[config.mk]
export PLATFORM = sky130hd
export DESIGN_NAME = divider
export DESIGN_NICKNAME = d
export VERILOG_FILES = /design/src/rtl/divider.sv
export SDC_FILE = /design/constraint.sdc
export NUM_CORES = 1
export LEC_CHECK = 0
export CORE_MARGIN = 2
export CORE_UTILIZATION = 55
export DETAILED_ROUTE_END_ITERATION = 16
export DONT_BUFFER_PORTS = 1
export PLACE_DENSITY_LB_ADDON = 0.3
export SLEW_MARGIN = 20
export SYNTH_ARGS = -nofsm -noshare
export SYNTH_HDL_FRONTEND = slang
export SYNTH_SLANG_ARGS = --single-unit
[constraint.sdc]
create_clock -name clk -period 3.5 [get_ports clk]
set_input_delay 0.525 -clock clk [delete_from_list [all_inputs] [get_ports clk]]
set_output_delay 0.525 -clock clk [all_outputs]
set_load 0.01 [all_outputs]
[src/rtl/divider.sv]
// Multi-cycle unsigned restoring divider: 2W-bit dividend / W-bit divisor -> W-bit quotient and remainder.
// One quotient bit per clock, with a start/done handshake and the 8086 divide-error check.
module divider #(
  parameter int WIDTH = 8
) (
  input  logic                 clk,
  input  logic                 rst,
  input  logic                 start,
  input  logic [2*WIDTH-1:0]   Dividend,
  input  logic [WIDTH-1:0]     Divisor,
  output logic [WIDTH-1:0]     Quotient,
  output logic [WIDTH-1:0]     Remainder,
  output logic                 busy,
  output logic                 done,
  output logic                 div_error
);

  localparam logic [1:0] IDLE    = 2'd0;
  localparam logic [1:0] RUN     = 2'd1;
  localparam logic [1:0] DONE_ST = 2'd2;
  localparam int         CW      = $clog2(WIDTH + 1);

  logic [1:0]       state_reg;
  logic [CW-1:0]    count_reg;
  logic [WIDTH:0]   r_reg;
  logic [WIDTH-1:0] q_reg;
  logic [WIDTH-1:0] divisor_reg;
  logic [WIDTH-1:0] quotient_reg;
  logic [WIDTH-1:0] remainder_reg;
  logic             busy_reg;
  logic             done_reg;
  logic             error_reg;

  logic [WIDTH:0]   r_shifted;
  logic [WIDTH+1:0] trial;
  logic             trial_ok;
  logic [WIDTH:0]   r_next;
  logic [WIDTH-1:0] q_next;
  logic             overflow;
  logic             last_step;

  // After every restoring step R < Divisor, so its top bit is always zero and
  // the shifted partial remainder fits in W+1 bits. The extra bit of the trial
  // difference acts as the borrow.
  assign r_shifted = {r_reg[WIDTH-1:0], q_reg[WIDTH-1]};
  assign trial     = {1'b0, r_shifted} - {2'b00, divisor_reg};
  assign trial_ok  = ~trial[WIDTH+1];
  assign r_next    = trial_ok ? trial[WIDTH:0] : r_shifted;
  assign q_next    = (q_reg << 1) | WIDTH'(trial_ok);

  // Upper half >= divisor means the quotient cannot fit in W bits (also catches /0).
  assign overflow  = (Dividend[2*WIDTH-1:WIDTH] >= Divisor);
  assign last_step = (count_reg == CW'(WIDTH - 1));

  always_ff @(posedge clk) begin
    if (rst) begin
      state_reg     <= IDLE;
      count_reg     <= '0;
      r_reg         <= '0;
      q_reg         <= '0;
      divisor_reg   <= '0;
      quotient_reg  <= '0;
      remainder_reg <= '0;
      busy_reg      <= 1'b0;
      done_reg      <= 1'b0;
      error_reg     <= 1'b0;
    end else begin
      case (state_reg)
        IDLE: begin
          done_reg <= 1'b0;
          if (start) begin
            divisor_reg <= Divisor;
            if (overflow) begin
              error_reg <= 1'b1;
              done_reg  <= 1'b1;
              state_reg <= DONE_ST;
            end else begin
              error_reg <= 1'b0;
              r_reg     <= {1'b0, Dividend[2*WIDTH-1:WIDTH]};
              q_reg     <= Dividend[WIDTH-1:0];
              count_reg <= '0;
              busy_reg  <= 1'b1;
              state_reg <= RUN;
            end
          end
        end
        RUN: begin
          r_reg     <= r_next;
          q_reg     <= q_next;
          count_reg <= count_reg + 1'b1;
          if (last_step) begin
            quotient_reg  <= q_next;
            remainder_reg <= r_next[WIDTH-1:0];
            busy_reg      <= 1'b0;
            done_reg      <= 1'b1;
            state_reg     <= DONE_ST;
          end
        end
        DONE_ST: begin
          done_reg  <= 1'b0;
          state_reg <= IDLE;
        end
        default: begin
          busy_reg  <= 1'b0;
          done_reg  <= 1'b0;
          state_reg <= IDLE;
        end
      endcase
    end
  end

  assign Quotient  = quotient_reg;
  assign Remainder = remainder_reg;
  assign busy      = busy_reg;
  assign done      = done_reg;
  assign div_error = error_reg;

endmodule

==> results.sh, run 1 <==
export IMPL_grt_max_degree=35
export IMPL_layout_commonest_cell="dfxtp_1"
export IMPL_initial_core_util_pct=58.1
export IMPL_ys_ff_latch=49
export IMPL_hold_viol=0
export IMPL_ctsHoldBuffers=0
export IMPL_pwr_share_seq_pct=45.2
export IMPL_cts_buffers=5
export IMPL_power_internal_w=0.000922
export IMPL_rows=24
export IMPL_min_period_over_period_pct=71.0
export IMPL_ys_async_sr_fraction_pct=0
export IMPL_p_total_w=0.00140
export IMPL_drt_pre_antenna_iters=4
export IMPL_syn_avg_cell_area_um2=8.47
export IMPL_syn_num_nets=350
export IMPL_ys_flop_type="dfxtp_1"
export IMPL_slew_viol_final=0
export IMPL_ir_worst_vdd_mv=0.282
export IMPL_grt_pass1_wl_mm=9.09
export IMPL_min_period_ps=2480
export IMPL_start_kind="flop"
export IMPL_io_buffers=0
export IMPL_cp_cell_sequence="inv_1 > ha_1 > nor2b_2 > o2111ai_2 > a2111oi_4 > or2_1 > mux2i_1 > a211oi_1"
export IMPL_synthCells=305
export IMPL_worst_slack_ps=1020
export IMPL_crit_buf_inv=1
export IMPL_crit_family="compound AO/OA/AOI/OAI gates"
export IMPL_antenna_found_initial=0
export IMPL_tightest_slew_ps=1070
export IMPL_clock_latency_ps=300
export IMPL_critPathCaptureType="flop"
export IMPL_wire_per_inst_um=15.3
export IMPL_status="finished, final reports clean"
export IMPL_p_per_area_nw_per_um2=523
export IMPL_power_leakage_nw=1.12
export IMPL_maxCapViolations=0
export IMPL_drive_gt1_share_pct=8.00
export IMPL_num_antenna_cells=0
export IMPL_cts_sinks=49
export IMPL_max_stage_delay_ps=510
export IMPL_wl_mm=5.40
export IMPL_die_w_um=72.5
export IMPL_cts_resized=0
export IMPL_p_sw_w=0.000482
export IMPL_dp_cells=344
export IMPL_cp_required_ps=3680
export IMPL_drc=0
export IMPL_grt_pass1_vias=1989
export IMPL_setup_viol=0
export IMPL_pwr_share_clk_pct=23.2
export IMPL_io_pins=46
export IMPL_die_h_um=72.5
export IMPL_grt_util_all_layers_pct=22.0
export IMPL_cp_data_arrival_time_ps=2670
export IMPL_layout_common_cells="dfxtp_1, nor2_1, a21oi_1"
export IMPL_die_area_um2=5260
export IMPL_cts_max_path_buffers=2
export IMPL_path_class="flop to flop"
export IMPL_synth_edf_count=0
export IMPL_relSlewSlack_pct=28.7
export IMPL_switching_share_pct=34.4
export IMPL_clock_skew_ps=5.66
export IMPL_cts_setup_buffers=0
export IMPL_grt_ovfl_total=0
export IMPL_yosysWarningCount=0
export IMPL_htree_levels=2
export IMPL_tritoncts="yes"
export IMPL_yosysSeqAreaShare_pct=38.0
export IMPL_stdcell_count=352
export IMPL_vias=1993
export IMPL_coreArea_um2=4440
export IMPL_combPwrFrac_pct=31.6
export IMPL_postRouteAntennaNets=0
export IMPL_hpwlAfterDp_mm=3.98
export IMPL_worstHoldPathType="input pin to flop"
export IMPL_path_clk_slew_ps=90
export IMPL_fin_setup_tns_ps=0
export IMPL_pre_cts_slack_ps=854
export IMPL_syn_area_um2=2580
export IMPL_drtIter0Drc=88
export IMPL_critPathMaxFanout=9
export IMPL_maxClockFrequency_ghz=0.403
export IMPL_place_congestion=0.856
export IMPL_cp_slowest_cell="a2111oi_4"
export IMPL_area_delta_synth_final_pct=3.92
export IMPL_routed_via_density=5.66
export IMPL_cts_root_buffer="clkbuf_8"
export IMPL_synth_distinct_cells=48
export IMPL_grt_setup_unrepaired="no"
export IMPL_nNetsFinal=344
cell usage after synthesis (2+ instances only):
| cell | count | share of area [%] |
|---|---|---|
| mux2_2 | 5 | 2.2 |
| a21oi_1 | 31 | 6.0 |
| inv_1 | 21 | 3.1 |
| xor2_1 | 2 | 0.68 |
| nor2b_1 | 2 | 0.48 |
| o211ai_1 | 2 | 0.58 |
| buf_1 | 2 | 0.29 |
| o21ai_0 | 25 | 4.8 |
| nor3_1 | 2 | 0.39 |
| nor2_1 | 43 | 6.2 |
| nand2b_1 | 2 | 0.48 |
| dfxtp_1 | 49 | 38 |
| ha_1 | 17 | 8.2 |
| o22ai_1 | 3 | 0.73 |
| nand3_1 | 2 | 0.39 |
| nand2_1 | 24 | 3.5 |
| o21a_1 | 2 | 0.58 |
| a211oi_1 | 9 | 2.6 |
| mux2i_1 | 21 | 8.1 |
| nand4_1 | 2 | 0.48 |
| a22oi_1 | 2 | 0.58 |
| clkbuf_1 | 11 | 1.6 |
power groups by stage:
stage | Sequential [W] | Combinational (W) | Clock [W]
floorplan | 0.000638 | 0.000378 | 0
global placement | 0.000647 | 0.000432 | 0
detailed placement | 0.000647 | 0.000438 | 0
CTS | 0.000634 | 0.000442 | 0.000332
global route | 0.000640 | 0.000501 | 0.000358
finish | 0.000634 | 0.000443 | 0.000326
cell families (layout without fill, tap and decap cells):
group                    Yosys count  in the layout  share of synthesized area (%)
AND/OR/NAND/NOR                   87             87                           14.6
AO/OA/AOI/OAI                     86             86                           21.5
flip-flops                        49             49                           38.0
buffers and inverters             36             31                           5.57
multiplexers                      26             26                           10.3
adder cells (fa/ha/maj)           18             18                           9.01
XOR/XNOR                           3              3                           1.02
path summary, 6_finish.rpt:
kind,slack [ps],from,depth (start not counted),end
min reg2reg,460,q_reg[4],2,Quotient[5]
min,280,rst,1,count_reg[0]
max,1020,divisor_reg[1],8,r_reg[3]
max reg2reg,1020,divisor_reg[1],8,r_reg[3]
worst reg2reg max path, stage by stage (launching register included):
cell and delay (ps):
dfxtp_1 390, inv_1 60, ha_1 250, nor2b_2 160, o2111ai_2 180, a2111oi_4 510, or2_1 360, mux2i_1 350
a211oi_1 110
metal layers:
layer	GRT usage [%]	wire, um	up-vias
met3	5.56	230	5
met2	37.9	2670	30
met5	0	0	-
met1	27.5	2450	907
met4	5.56	55	0
li1	-	-	1051
stage by stage:
step	hold slack (ps)	utilization (%)	cell area, um^2
6_report	282	60.4	2680
5_1_grt	262	60.4	2680
4_1_cts	275	60.4	2680
3_5_place_dp	453	58.4	2600
3_3_place_gp	448	58.4	2600
2_1_floorplan	441	-	2580
final cells by class:
type                            count  area [um^2]
Tap cell                           52         65.1
Multi-Input combinational cell    220         1460
Sequential cell                    49          981
Clock inverter                      3         17.5
Clock buffer                        5         68.8
Fill cell                         413         1760
Inverter                           21         78.8
Timing Repair Buffer                2         15.0
Power figures use the tool's default switching activity.
==> inputs of run 2 (changes only) <==
clock period = 2 ns   (was 3.5 ns; I/O delays follow)
==> run 2 against run 1 <==
The run now ends with setup timing left. Non-clock buffer count is 30 higher. Die area stayed put. Critical endpoint is now r_reg[6]. Sequential power is 75% higher.
==> results.sh, run 2 (synthesized netlist as in run 1, its figures left out) <==
export IMPL_status="complete, but fails checks"
export IMPL_violations="setup timing"
export IMPL_critPathCaptureType="flop"
export IMPL_area_delta_synth_final_pct=19.0
export IMPL_io_buffers=0
export IMPL_die_h_um=72.5
export IMPL_grt_max_degree=35
export IMPL_grt_setup_unrepaired="yes"
export IMPL_cts_max_path_buffers=2
export IMPL_vias=2229
export IMPL_start_kind="flop"
export IMPL_grtUsageMet1_pct=29.6
export IMPL_path_class="flop to flop"
export IMPL_nNetsFinal=374
export IMPL_grt_util_all_layers_pct=24.6
export IMPL_crit_buf_inv=1
export IMPL_postLayoutCellArea_um2=3070
export IMPL_rows=24
export IMPL_place_congestion=0.877
export IMPL_ctsHoldBuffers=0
export IMPL_power_leakage_nw=1.30
export IMPL_drive_gt1_share_pct=23.3
export IMPL_drc=0
export IMPL_cp_required_ps=2200
export IMPL_min_period_over_period_pct=104
export IMPL_relSlewSlack_pct=70.2
export IMPL_cp_cell_sequence="inv_2 > ha_4 > nor2b_4 > o2111ai_4 > a2111oi_4 > nor2_1 > and2_1 > o311a_1"
export IMPL_p_per_area_nw_per_um2=984
export IMPL_postRouteAntennaNets=0
export IMPL_crit_family="compound AO/OA/AOI/OAI gates"
export IMPL_gr_usage_met2_pct=41.3
export IMPL_min_period_ps=2070
export IMPL_max_stage_delay_ps=360
export IMPL_critPathMaxFanout=3
export IMPL_clock_skew_ps=10.5
export IMPL_setup_viol=2
export IMPL_coreArea_um2=4440
export IMPL_maxClockFrequency_ghz=0.482
export IMPL_ir_worst_vdd_mv=0.598
export IMPL_cp_slowest_cell="a2111oi_4"
export IMPL_grt_ovfl_total=0
export IMPL_met3_usage_pct=6.39
export IMPL_wl_mm=6.03
export IMPL_htree_levels=2
export IMPL_die_w_um=72.5
export IMPL_cts_sinks=49
export IMPL_worstSetupPathDepth=8
export IMPL_die_area_um2=5260
export IMPL_grt_pass1_wl_mm=10.1
export IMPL_gr_max_usage_layer="met2"
export IMPL_tightest_slew_ps=447
export IMPL_hold_path_depth=1
export IMPL_placed_area_um2=2840
export IMPL_grt_pass1_vias=2204
export IMPL_hold_viol=0
export IMPL_drtIter0Drc=99
export IMPL_maxCapViolations=0
export IMPL_tritoncts="yes"
export IMPL_worst_slack_ps=-74.3
export IMPL_wire_per_inst_um=15.8
export IMPL_worstRegToRegCells=8
export IMPL_num_antenna_cells=0
export IMPL_cp_data_arrival_time_ps=2280
export IMPL_cts_root_buffer="clkbuf_8"
export IMPL_pre_cts_slack_ps=-117
export IMPL_hpwlAfterDp_mm=4.48
export IMPL_initial_core_util_pct=58.1
export IMPL_routed_via_density=5.84
export IMPL_drt_pre_antenna_iters=4
export IMPL_path_clk_slew_ps=90
export IMPL_clock_latency_ps=310
export IMPL_io_pins=46
export IMPL_antenna_found_initial=0
export IMPL_layout_common_cells="dfxtp_1, nor2_1, buf_4"
export IMPL_cts_buffers=5
export IMPL_slew_viol_final=0
export IMPL_worstHoldPathType="input pin to flop"
[run 2: final cells by class]
type / count / area, um^2
fill: 362 / 1370
sequential: 49 / 988
multi-input combinational: 220 / 1580
inverter: 21 / 78.8
clock buffer: 6 / 72.6
tap: 52 / 65.1
clock inverter: 2 / 38.8
timing repair buffer: 32 / 248
[run 2: power by group]
part           leakage [nW]  internal, W  total, W  switching, W
sequential            0.402      0.00105   0.00111     0.0000620
clock                0.0554     0.000376  0.000711      0.000335
combinational         0.844     0.000609   0.00120      0.000591
total                  1.30      0.00204   0.00302      0.000989
[run 2: what timing repair did]
action / in CTS / in global routing
resized for setup: 18 / 12
buffers inserted: 2 / 2
pin swaps: 2 / 6
endpoints found under the setup margin: 13 / 17
[run 2: final timing paths]
check,from,end,slack (ps)
worst max-delay path,divisor_reg[1],r_reg[6],-70
worst min-delay path,rst,r_reg[2],40
worst max register to register,divisor_reg[1],r_reg[6],-70
worst min register to register,q_reg[3],Quotient[4],470
[run 2: routing by layer]
metal	vias to the layer above	wire length, um
met2	57	3060
met3	10	314
met5	-	0
met4	0	124
met1	1050	2530
li1	1112	-
[run 2: per-stage QoR]
step | power (W) | cells | util (%) | hold WS [ps] | setup TNS (ps)
after global placement | 0.00212 | 370 | 64.0 | 373 | -151
after CTS | 0.00294 | 380 | 67.8 | 36.2 | -67.3
after global routing | 0.00319 | 382 | 69.1 | 25.6 | -983
after detailed placement | 0.00215 | 370 | 64.0 | 372 | -1110
final | 0.00302 | 382 | 69.1 | 41.6 | -100
after floorplan | 0.00183 | 305 | - | 441 | -0.0686
==> inputs of run 3 (changes only) <==
clock period = 2.13 ns   (was 2 ns; I/O delays follow)
==> run 3 against run 2 <==
The run still ends with setup timing left. Cell count down 3.4%. Via count down 5.7%. Flip-flop and latch count unchanged. Setup slack better by 47 ps. Final area down 5.7%. Clock power fell by 23%. Combinational power fell by 19%. Sequential power decreased by 5%. Utilization down 3.9 points. Critical path depth up 1. Critical endpoint unchanged.
==> results.sh, run 3 (synthesized netlist as in run 1, its figures left out) <==
export IMPL_area_delta_synth_final_pct=12.2
export IMPL_grt_pass1_vias=2110
export IMPL_clock_latency_ps=300
export IMPL_grt_max_degree=35
export IMPL_worst_slack_ps=-26.9
export IMPL_num_antenna_cells=0
export IMPL_io_buffers=0
export IMPL_p_per_area_nw_per_um2=887
export IMPL_nNetsFinal=361
export IMPL_tightest_slew_ps=426
export IMPL_cp_required_ps=2330
export IMPL_relSlewSlack_pct=71.6
export IMPL_die_w_um=72.5
export IMPL_initial_core_util_pct=58.1
export IMPL_grt_pass1_wl_mm=9.50
export IMPL_drt_pre_antenna_iters=4
export IMPL_status="complete, but fails checks"
export IMPL_fillers=363
export IMPL_cts_sinks=49
export IMPL_layout_commonest_cell="dfxtp_1"
export IMPL_grt_ovfl_total=0
export IMPL_rows=24
export IMPL_fin_setup_tns_ps=-29.6
export IMPL_postRouteAntennaNets=0
export IMPL_hold_slack_ps=69.3
export IMPL_cts_buffers=5
export IMPL_final_core_util_pct=65.2
export IMPL_die_area_um2=5260
export IMPL_grt_util_all_layers_pct=23.2
export IMPL_hpwlAfterDp_mm=4.15
export IMPL_critPathCaptureType="flop"
export IMPL_worstHoldPathType="input pin to flop"
export IMPL_layout_common_cells="dfxtp_1, nor2_1, a21oi_1"
export IMPL_path_class="flop to flop"
export IMPL_clock_skew_ps=5.09
export IMPL_maxCapViolations=0
export IMPL_die_h_um=72.5
export IMPL_wl_mm=5.86
export IMPL_ir_worst_vdd_mv=0.574
export IMPL_cp_data_arrival_time_ps=2350
export IMPL_worstRegToRegCells=9
export IMPL_critPathMaxFanout=4
export IMPL_io_pins=46
export IMPL_htree_levels=2
export IMPL_slew_viol_final=0
export IMPL_routed_via_density=5.69
export IMPL_path_clk_slew_ps=90
export IMPL_start_kind="flop"
export IMPL_min_period_over_period_pct=101
export IMPL_hold_path_depth=1
export IMPL_maxClockFrequency_ghz=0.464
export IMPL_power_leakage_nw=1.21
export IMPL_cts_root_buffer="clkbuf_8"
export IMPL_grt_setup_unrepaired="yes"
export IMPL_drtIter0Drc=124
export IMPL_drive_gt1_share_pct=17.4
export IMPL_coreArea_um2=4440
export IMPL_place_congestion=0.908
export IMPL_ctsHoldBuffers=0
export IMPL_tritoncts="yes"
export IMPL_wire_per_inst_um=15.9
export IMPL_stdcell_count=369
export IMPL_min_period_ps=2160
export IMPL_hold_viol=0
export IMPL_drc=0
export IMPL_cts_max_path_buffers=2
export IMPL_dp_cells=360
export IMPL_setup_viol=2
export IMPL_vias=2101
export IMPL_antenna_found_initial=0
export IMPL_violations="setup timing"
==> run 3: cell types whose count changed in the layout (fill, tap and decap cells not counted), sizes merged <==
cell and delta:
bufinv -1, inv +1, buf -13
==> run 3: repair_timing <==
item                       4_1_cts  5_1_grt
setup endpoints to repair       14       12
resized for setup                8       11
pin swaps                        2        3
buffers inserted                 1        0
==> run 3: layer usage <==
layer  track usage [%]  share of wire [%]  vias up
li1                  -                  -     1082
met1              29.1                 43      954
met2              38.3                 50       57
met3              5.69                5.6        8
met4              8.85                1.7        0
met5                 0                  0        -
==> run 3: where the power goes <==
group	switching [W]	total [W]	internal, W	leakage (nW)
sequential	0.0000614	0.00105	0.000986	0.401
combinational	0.000519	0.000976	0.000457	0.763
clock	0.000313	0.000548	0.000234	0.0456
==> run 3: layout make-up <==
class | count | area [um^2] | area share (%)
clock inverters | 2 | 13.8 | 0.475
inverters | 21 | 78.8 | 2.72
multi-input cells | 220 | 1540 | 53.2
repair buffers | 19 | 143 | 4.92
well taps | 52 | 65.1 | 2.25
flip-flops and latches | 49 | 983 | 33.9
clock buffers | 6 | 72.6 | 2.50
==> run 3: worst max-delay path, stage by stage, from the launching register on <==
cell and delay [ps]:
dfxtp_2 340, inv_2 40, ha_4 250, nor2b_4 180, o2111ai_4 150, a2111oi_4 400
buf_4 200, nor2_2 60, and2_4 160, o311a_1 270
==> run 3: worst paths after layout <==
check / start / endpoint / slack, ps
setup / recovery: divisor_reg[1] / r_reg[6] / -30
hold / removal: rst / Quotient[5] / 70
setup reg to reg: divisor_reg[1] / r_reg[6] / -30
hold reg to reg: q_reg[4] / Quotient[5] / 450
==> run 3: stage by stage <==
step	setup slack (ps)	cell area, um^2	total power, W
floorplan	33.3	2580	0.00167
global placement	-49.5	2720	0.00185
detailed placement	-82.2	2720	0.00187
CTS	8.65	2850	0.00247
global route	-104	2900	0.00272
finish	-26.9	2900	0.00257
